<file path="src/rtl/demux_rr_arbiter.sv">
// Round-robin arbiter for 16 requesters driving a 4-to-16 demux tree with break-before-make handover.
// Optional forced-revoke hold timer is built when ARB_TIMEOUT_EN is defined.
module demux_rr_arbiter #(
  parameter int unsigned MAX_HOLD = 8
) (
  input  logic        clk,
  input  logic        rst,
  input  logic [15:0] req,
  input  logic        rel,
  output logic [3:0]  sel,
  output logic [15:0] gnt,
  output logic        busy,
  output logic        tmo
);

  typedef enum logic {IDLE = 1'b0, GRANT = 1'b1} state_t;

  state_t      state_reg, state_next;
  logic [3:0]  ptr_reg, ptr_next;
  logic [3:0]  sel_reg, sel_next;
  logic        tmo_reg, tmo_next;
  logic [31:0] req_dbl;
  logic [15:0] req_rot;
  logic [3:0]  pick_off;
  logic [3:0]  pick_idx;
  logic [15:0] sel_dec;
  logic [15:0] others;
  logic        owner_req;
  logic        release_now;
  logic        timeout_now;

  generate
    if (MAX_HOLD < 1 || MAX_HOLD > 255) begin : g_bad_hold
      $error("MAX_HOLD out of range 1..255");
    end
  endgenerate

  // Rotate requests so bit 0 is the requester at ptr; lowest set bit wins.
  assign req_dbl = {req, req} >> ptr_reg;
  assign req_rot = req_dbl[15:0];

  always_comb begin
    pick_off = 4'd0;
    for (int i = 15; i >= 0; i--) begin
      if (req_rot[i]) pick_off = 4'(i);
    end
  end

  assign pick_idx = ptr_reg + pick_off;

  // Two-level decode: sel[3:2] picks the first-level demux, sel[1:0] the leaf.
  generate
    for (genvar gi = 0; gi < 16; gi++) begin : g_dec
      localparam logic [3:0] IDX = 4'(gi);
      assign sel_dec[gi] = (sel_reg[3:2] == IDX[3:2]) && (sel_reg[1:0] == IDX[1:0]);
    end
  endgenerate

  assign owner_req   = req[sel_reg];
  assign others      = req & ~sel_dec;
  assign release_now = rel | ~owner_req;

`ifdef ARB_TIMEOUT_EN
  localparam logic [7:0] HOLD_LAST = 8'(MAX_HOLD - 1);
  logic [7:0] hold_reg, hold_next;

  assign timeout_now = (hold_reg == HOLD_LAST) && (|others) && !release_now;

  // Saturates at the last cycle so a late-arriving contender revokes at once.
  always_comb begin
    hold_next = 8'd0;
    if (state_reg == GRANT && state_next == GRANT) begin
      hold_next = (hold_reg == HOLD_LAST) ? hold_reg : hold_reg + 8'd1;
    end
  end

  always_ff @(posedge clk) begin
    if (rst) hold_reg <= 8'd0;
    else     hold_reg <= hold_next;
  end
`else
  assign timeout_now = 1'b0;
`endif

  always_comb begin
    state_next = state_reg;
    ptr_next   = ptr_reg;
    sel_next   = sel_reg;
    tmo_next   = 1'b0;
    case (state_reg)
      IDLE: begin
        if (|req) begin
          sel_next   = pick_idx;
          state_next = GRANT;
        end
      end
      GRANT: begin
        if (release_now || timeout_now) begin
          state_next = IDLE;
          ptr_next   = sel_reg + 4'd1;
          tmo_next   = timeout_now;
        end
      end
      default: state_next = IDLE;
    endcase
  end

  always_ff @(posedge clk) begin
    if (rst) begin
      state_reg <= IDLE;
      ptr_reg   <= 4'd0;
      sel_reg   <= 4'd0;
      tmo_reg   <= 1'b0;
    end else begin
      state_reg <= state_next;
      ptr_reg   <= ptr_next;
      sel_reg   <= sel_next;
      tmo_reg   <= tmo_next;
    end
  end

  assign sel  = sel_reg;
  assign busy = (state_reg == GRANT);
  assign gnt  = busy ? sel_dec : 16'd0;
  assign tmo  = tmo_reg;

endmodule

</file>
<file path="config.mk">
export PLATFORM = sky130hd
export DESIGN_NAME = demux_rr_arbiter
export DESIGN_NICKNAME = d
export VERILOG_FILES = /design/src/rtl/demux_rr_arbiter.sv
export SDC_FILE = /design/constraint.sdc
export NUM_CORES = 1
export LEC_CHECK = 0
export CAP_MARGIN = 0
export CELL_PAD_IN_SITES_DETAIL_PLACEMENT = 0
export CELL_PAD_IN_SITES_GLOBAL_PLACEMENT = 1
export CORE_ASPECT_RATIO = 1.25
export CORE_MARGIN = 3
export CORE_UTILIZATION = 42
export CTS_CLUSTER_DIAMETER = 200
export DETAILED_ROUTE_END_ITERATION = 12
export PLACE_DENSITY = 0.86
export SLEW_MARGIN = 20
export SYNTH_ARGS = -nofsm -noshare
export SYNTH_HDL_FRONTEND = slang
export SYNTH_SLANG_ARGS = --single-unit
</file>
<file path="constraint.sdc">
create_clock -name clk -period 10 [get_ports clk]
set_input_delay 2 -clock clk [delete_from_list [all_inputs] [get_ports clk]]
set_output_delay 2 -clock clk [all_outputs]
set_load 0.05 [all_outputs]
</file>
==> results of run 1 <==
[cells by family (layout without fill, tap and decap cells)]
kind of cell | after synthesis | in the layout
AOI/OAI and AO/OA | 52 | 52
xor gates and xnor gates | 4 | 4
adders and majority gates | 8 | 8
buffers and inverters | 23 | 50
DFF | 9 | 9
muxes | 43 | 43
other | 1 | 1
and+or+nand+nor | 86 | 86
[layout make-up]
class	instances	area share
inverters	5	0.00787
multi-input cells	194	0.697
clock buffers	4	0.0189
repair buffers	41	0.170
flip-flops and latches	9	0.0755
well taps	58	0.0304
[through the flow]
stage / util / setup WS, ns
2_1_floorplan: - / 4.94
3_3_place_gp: 0.525 / 4.18
3_5_place_dp: 0.525 / 4.10
4_1_cts: 0.535 / 4.33
5_1_grt: 0.535 / 4.01
6_report: 0.535 / 4.34
[worst min path at each step]
stage | from | to | slack [ns] | cells past startpoint
detailed placement | busy | busy | 0.58 | 2
global placement | busy | busy | 0.60 | 2
CTS | busy | busy | 0.59 | 2
global route | busy | busy | 0.64 | 2
floorplan | ptr_reg[0] | sel[0] | 0.57 | 3
finish | busy | busy | 0.58 | 2
[per-layer routing]
layer,vias to the layer above,share of wire,wire length (um)
li1,939,-,-
met1,893,0.45,2400
met2,57,0.51,2710
met3,4,0.037,196
met4,0,0.0058,31
met5,-,0,0
[layout by cell type (no fill, tap or decap), types with 4 or more instances in the layout]
cell / n
sky130_fd_sc_hd__a211oi_1: 6
sky130_fd_sc_hd__a21oi_1: 12
sky130_fd_sc_hd__and2_1: 5
sky130_fd_sc_hd__clkdlybuf4s50_1: 39
sky130_fd_sc_hd__dfxtp_1: 9
sky130_fd_sc_hd__ha_1: 7
sky130_fd_sc_hd__inv_1: 4
sky130_fd_sc_hd__mux2_2: 8
sky130_fd_sc_hd__mux2i_1: 13
sky130_fd_sc_hd__mux4_1: 5
sky130_fd_sc_hd__mux4_2: 15
sky130_fd_sc_hd__nand2_1: 17
sky130_fd_sc_hd__nand2b_1: 5
sky130_fd_sc_hd__nand3_1: 4
sky130_fd_sc_hd__nor2_1: 26
sky130_fd_sc_hd__nor3_1: 11
sky130_fd_sc_hd__nor4_1: 4
[critical path: stages]
cell	delay (ns)
sky130_fd_sc_hd__clkdlybuf4s50_1	0.49
sky130_fd_sc_hd__mux4_1	0.55
sky130_fd_sc_hd__a222oi_1	0.48
sky130_fd_sc_hd__a32oi_1	0.22
sky130_fd_sc_hd__or3_1	0.39
sky130_fd_sc_hd__a31oi_1	0.28
sky130_fd_sc_hd__ha_1	0.29
sky130_fd_sc_hd__a21o_1	0.15
sky130_fd_sc_hd__a21oi_1	0.18
sky130_fd_sc_hd__xnor2_1	0.16
sky130_fd_sc_hd__nor3b_1	0.08
sky130_fd_sc_hd__o2111a_1	0.15
sky130_fd_sc_hd__or3_1	0.35
[report_power, final]
group | switching (mW) | total [mW] | internal [mW]
combinational | 0.202 | 0.370 | 0.168
clock | 0.0135 | 0.0412 | 0.0277
sequential | 0.0368 | 0.0832 | 0.0465
==> reports/metrics.yaml, run 1 <==
number_of_antenna_repair_diodes: 0
multi_input_area_um2: 1660
via_per_inst: 6.09
synthesized_area_fraction_occupied_by_ao_oa_aoi_and_oai_cells: 0.193
layout.area.seq_um2: 180
final.fill_count: 434
powerDensity_nw_per_um2: 207
grtUsageMet2: 0.357
setup_viol_count_final: 0
cts_repair_resize_count: 0
fin_crit_sh: 0.566
max_cap_viol_count: 0
detailedRoute.firstPassIterationCount: 4
finalWorstPathRequiredPeriod_ns: 5.66
holdCritPathClass: "register to register"
synth_top_cells_by_area: "sky130_fd_sc_hd__mux4_2 (17%), sky130_fd_sc_hd__dfxtp_1 (9.2%), sky130_fd_sc_hd__mux4_1 (6.7%)"
die_w_um: 67.2
hold_ws_ns: 0.584
postSynthNetCount: 253
r2r_endpoint: "sel[3]"
register_to_register_setup_slack_ns: 5.80
area.growth.synth_to_final_pct: 21.5
clkSinkCount: 9
fp.dieH_um: 82.4
synth.distinct_cells: 59
dp.cells: 307
netlist_area_um2: 1960
finish.net_count: 281
final.setup.tns_ns: 0
cp_data_arrival_time_ns: 5.78
timing.critical_path.to_type: "register"
yosys_warnings: 0
filler_free_cell_count_of_the_finished_design: 311
synth-xor-area-share: 0.0178
ioPinCount: 41
gr-total-overflow: 0
power_mw: 0.495
wirelength_mm: 5.33
row_count: 27
synth_simple_gate_area_frac: 0.214
rr_worst_depth: 12
drt_first_iter_violations: 106
yosysTopAreaCellShare: 0.172
initial_antenna_violation_count: 0
most_used_standard_cell_by_instance_count_after_synthesis: "sky130_fd_sc_hd__nor2_1"
dp_hpwl_mm: 4.16
synth.avg_cell_area_um2: 8.69
routed-via-count: 1893
grt_setup_unrepaired: "false"
max_clock_freq_mhz: 177
synthesis.instances: 226
timing_worst_setup_path_type: "input port to register"
grt_first_pass_wirelength_mm: 8.76
critical_path.startpoint_type: "input port"
critical_path_required_ns: 10.11
gpl.final_weighted_congestion: 0.862
path_clk_slew_ns: 0.04
fraction_of_final_layout_cells_with_drive_strength_greater_than_1: 0.130
synth_sequential_area_ratio: 0.0918
yosys.area.top_type: "sky130_fd_sc_hd__mux4_2"
floorplan.die_area_um2: 5540
numPortBuffers: 39
hold_violations: 0
start_util: 0.440
regToRegStartpoint: "ptr_reg[0]"
worst_ir_drop_vdd_v: 0.0000980
tritoncts: "done"
post-cts-setup-buffer-count: 0
remaining_drc_errors: 0
worst_slew_margin_rel: 0.413
post_synth_edffs: 0
cp_max_fo: 6
clk_latency_ns: 0.23
drt-wirelength-per-cell_um: 17.1
cp_launch_point: "req[13]"
post_cts_hold_buffer_count: 0
cts_htree_levels: 1
cts.root.buffer_cell: "sky130_fd_sc_hd__clkbuf_8"
synthTopCellsByCount: "sky130_fd_sc_hd__nor2_1 (26), sky130_fd_sc_hd__nand2_1 (17), sky130_fd_sc_hd__mux4_2 (15)"
critPathCapture: "sel[3]"
setup_skew_after_layout_ns: 0.00143
run_status: "finished, final reports clean"
busiest_layer: "met2"
slew_viol_final: 0
final_cell_area_um2: 2390
groute.layer.met3.usage: 0.0108
synth_top_family_by_area: "multiplexers"
postRouteAntennaNets: 0
grt_pass1_vias: 1811
max-clock-path-buffers: 2
cts_inserted_buffers: 3
power_leakage_nw: 0.819
pin_count_of_the_biggest_net_entering_global_routing: 26
yosys.area_share.adder: 0.0548
synth-async-reset-ratio: 0
synth_flop_cell: "sky130_fd_sc_hd__dfxtp_1"
grt.met1_usage: 0.276
flip_flop_and_latch_count_after_synthesis: 9
gr-usage-all-layers: 0.204
share_of_cell_area_taken_by_muxes_after_synthesis: 0.366
placed_area_um2: 2340
core_region_area_um2: 4460
worstMarginPinSlew_ns: 0.880
Note: power is estimated with default switching activity, not from simulation.
==> run 2, diff against run 1 <==
Settings changed: CORE_UTILIZATION 42 to 39, PLACE_DENSITY 0.86 to 0.8.
Clock period 10 ns to 5.5 ns, I/O delays scaled along.
==> run 2 against run 1 <==
Effect of this change:
- global-route usage fell by 1.6 points
- sequential power rose by 87%
- count of clock-buffer cells in the layout did not move
- utilization fell by 3.7 points
- first-iteration DRC count rose by 7.5%
- routed wire length rose by 5.7%
- hold slack improved by 0.0041 ns
- combinational power rose by 82%
==> reports/metrics.yaml, run 2 (synthesis gave the netlist of run 1 again) <==
holdCritPathClass: "register to register"
grt_first_pass_wirelength_mm: 9.18  # +4.8%
row_count: 28  # +3.7%
post-cts-setup-buffer-count: 0  # unchanged
worst_slew_margin_rel: 0.398  # -0.0144
worstPathCellList: "clkdlybuf4s50_1 -> mux4_1 -> a222oi_1 -> a32oi_1 -> or3_1 -> a31oi_1 -> ha_1 -> a21o_1 -> a21oi_1 -> xnor2_1 -> nor3b_1 -> o2111a_1 -> or3_1"
multi_input_area_um2: 1660  # unchanged
final.setup.worst_slack_ns: 0.544  # -3.79 ns
drt-wirelength-per-cell_um: 18.0  # +5.0%
path_clk_slew_ns: 0.04  # about the same
met2_length_mm: 2.82  # +4.0%
worst_ir_drop_vdd_v: 0.000221  # +130%
post_cts_hold_buffer_count: 0  # unchanged
floorplan.die_area_um2: 5930  # +7.1%
powerDensity_nw_per_um2: 379  # +83%
finalWorstPathRequiredPeriod_ns: 4.96
fin_crit_sh: 0.901
wirelength_mm: 5.64  # +5.7%
highest-signal-layer: "met4"
timing_worst_setup_path_type: "input port to register"
filler_free_cell_count_of_the_finished_design: 313  # +0.64%
drt_first_iter_violations: 114  # +7.5%
gr-total-overflow: 0  # unchanged
core_region_area_um2: 4800  # +7.6%
max_cap_viol_count: 0  # unchanged
clkSinkCount: 9  # unchanged
hold_violations: 0  # unchanged
cts_repair_resize_count: 0  # unchanged
cts.root.buffer_cell: "sky130_fd_sc_hd__clkbuf_8"
cts_htree_levels: 1  # unchanged
hold_ws_ns: 0.588  # +0.00405 ns
number_of_antenna_repair_diodes: 0  # unchanged
wire_length_on_met3_um: 260  # +33%
max-clock-path-buffers: 2  # unchanged
dp.cells: 309  # +0.65%
via_per_inst: 6.14  # +0.88%
grt_setup_unrepaired: "false"
critical_path.n_buffers_inverters: 1  # unchanged
cp_data_arrival_time_ns: 5.07  # -0.71 ns
most_common_library_cell_in_the_layout_ignoring_fill_and_taps: "sky130_fd_sc_hd__clkdlybuf4s50_1"
routed-via-count: 1922  # +1.5%
remaining_drc_errors: 0  # unchanged
worstMarginPinSlew_ns: 0.901  # +0.0216 ns
power_mw: 0.906  # +83%
critical_path_max_stage_delay_ns: 0.59  # +0.04 ns
layout.area.seq_um2: 180  # unchanged
slew_viol_final: 0  # unchanged
ioPinCount: 41  # unchanged
critical_path.startpoint_type: "input port"
tritoncts: "done"
critPathSlowestCell: "sky130_fd_sc_hd__mux4_1"
finish.net_count: 281  # unchanged
max_clock_freq_mhz: 202
fp.dieH_um: 85.3  # +3.5%
start_util: 0.409  # -0.0312
final.fill_count: 443  # +2.1%
setup_skew_after_layout_ns: 0.00115  # -0.000280 ns
timing.critical_path.to_type: "register"
route.layer.met1.wl_mm: 2.52  # +5.0%
most-common-layout-cells: "sky130_fd_sc_hd__clkdlybuf4s50_1 (39), sky130_fd_sc_hd__nor2_1 (26), sky130_fd_sc_hd__nand2_1 (17), sky130_fd_sc_hd__mux4_2 (15), sky130_fd_sc_hd__mux2i_1 (13)"
pin_count_of_the_biggest_net_entering_global_routing: 26  # unchanged
initial_antenna_violation_count: 0  # unchanged
cp_max_fo: 6  # unchanged
cell_seen_most_often_among_critical_path_stages: "sky130_fd_sc_hd__or3_1"
pre_cts_ws_ns: 0.385  # -3.72 ns
die_w_um: 69.5  # +3.4%
final.setup.tns_ns: 0  # unchanged
numPortBuffers: 39  # unchanged
cts_inserted_buffers: 3  # unchanged
clk_latency_ns: 0.23  # about the same
postRouteAntennaNets: 0  # unchanged
setup_viol_count_final: 0  # unchanged
area.growth.synth_to_final_pct: 21.7
gpl.final_weighted_congestion: 0.838  # -2.8%
detailedRoute.firstPassIterationCount: 5  # +1
critical_path_required_ns: 5.61  # -4.50 ns
register_to_register_setup_slack_ns: 1.11  # -4.69 ns
fraction_of_final_layout_cells_with_drive_strength_greater_than_1: 0.130  # unchanged
run_status: "finished, final reports clean"
power_leakage_nw: 0.819  # about the same
gr-usage-all-layers: 0.188  # -0.0156
cpLargestDelayFamily: "compound AO/OA/AOI/OAI gates"
grt_pass1_vias: 1854  # +2.4%
dp_hpwl_mm: 4.36  # +5.0%
run 2: layout make-up:
cell class	count	share of cell area
clock buffers	4	0.0189
inverters	5	0.00786
multi-input cells	194	0.697
flip-flops and latches	9	0.0754
well taps	60	0.0314
repair buffers	41	0.170
run 2: worst register-to-register path, delay by kind of cell, from the launching register on:
kind | cells | cell delay, ns
DFF | 1 | 0.55
AOI/OAI and AO/OA | 6 | 1.66
xor gates and xnor gates | 1 | 0.16
buffers and inverters | 1 | 0.38
muxes | 1 | 0.39
adders and majority gates | 1 | 0.30
and+or+nand+nor | 3 | 0.83
run 2: power by group:
part	leakage, nW	switching (mW)	internal (mW)	total, mW
registers	0.0741	0.0713	0.0845	0.156
clock network	0.0228	0.0252	0.0504	0.0756
logic	0.722	0.369	0.306	0.675
run 2: path summary, 6_finish.rpt:
kind / endpoint / from / depth (start not counted)
max: sel[3] / req[7] / 13
min reg2reg: busy / busy / 2
min: busy / busy / 2
max reg2reg: sel[3] / ptr_reg[1] / 13
run 2: stage by stage:
step,utilization,area [um2]
after floorplan,-,1960
after global placement,0.488,2340
after detailed placement,0.488,2340
after CTS,0.498,2390
after global routing,0.498,2390
final,0.498,2390
run 2: metal layers:
| metal | GRT usage | vias up |
|---|---|---|
| met5 | 0 | - |
| met3 | 0.0154 | 6 |
| met1 | 0.253 | 900 |
| met4 | 0.0178 | 0 |
| li1 | - | 942 |
| met2 | 0.341 | 74 |
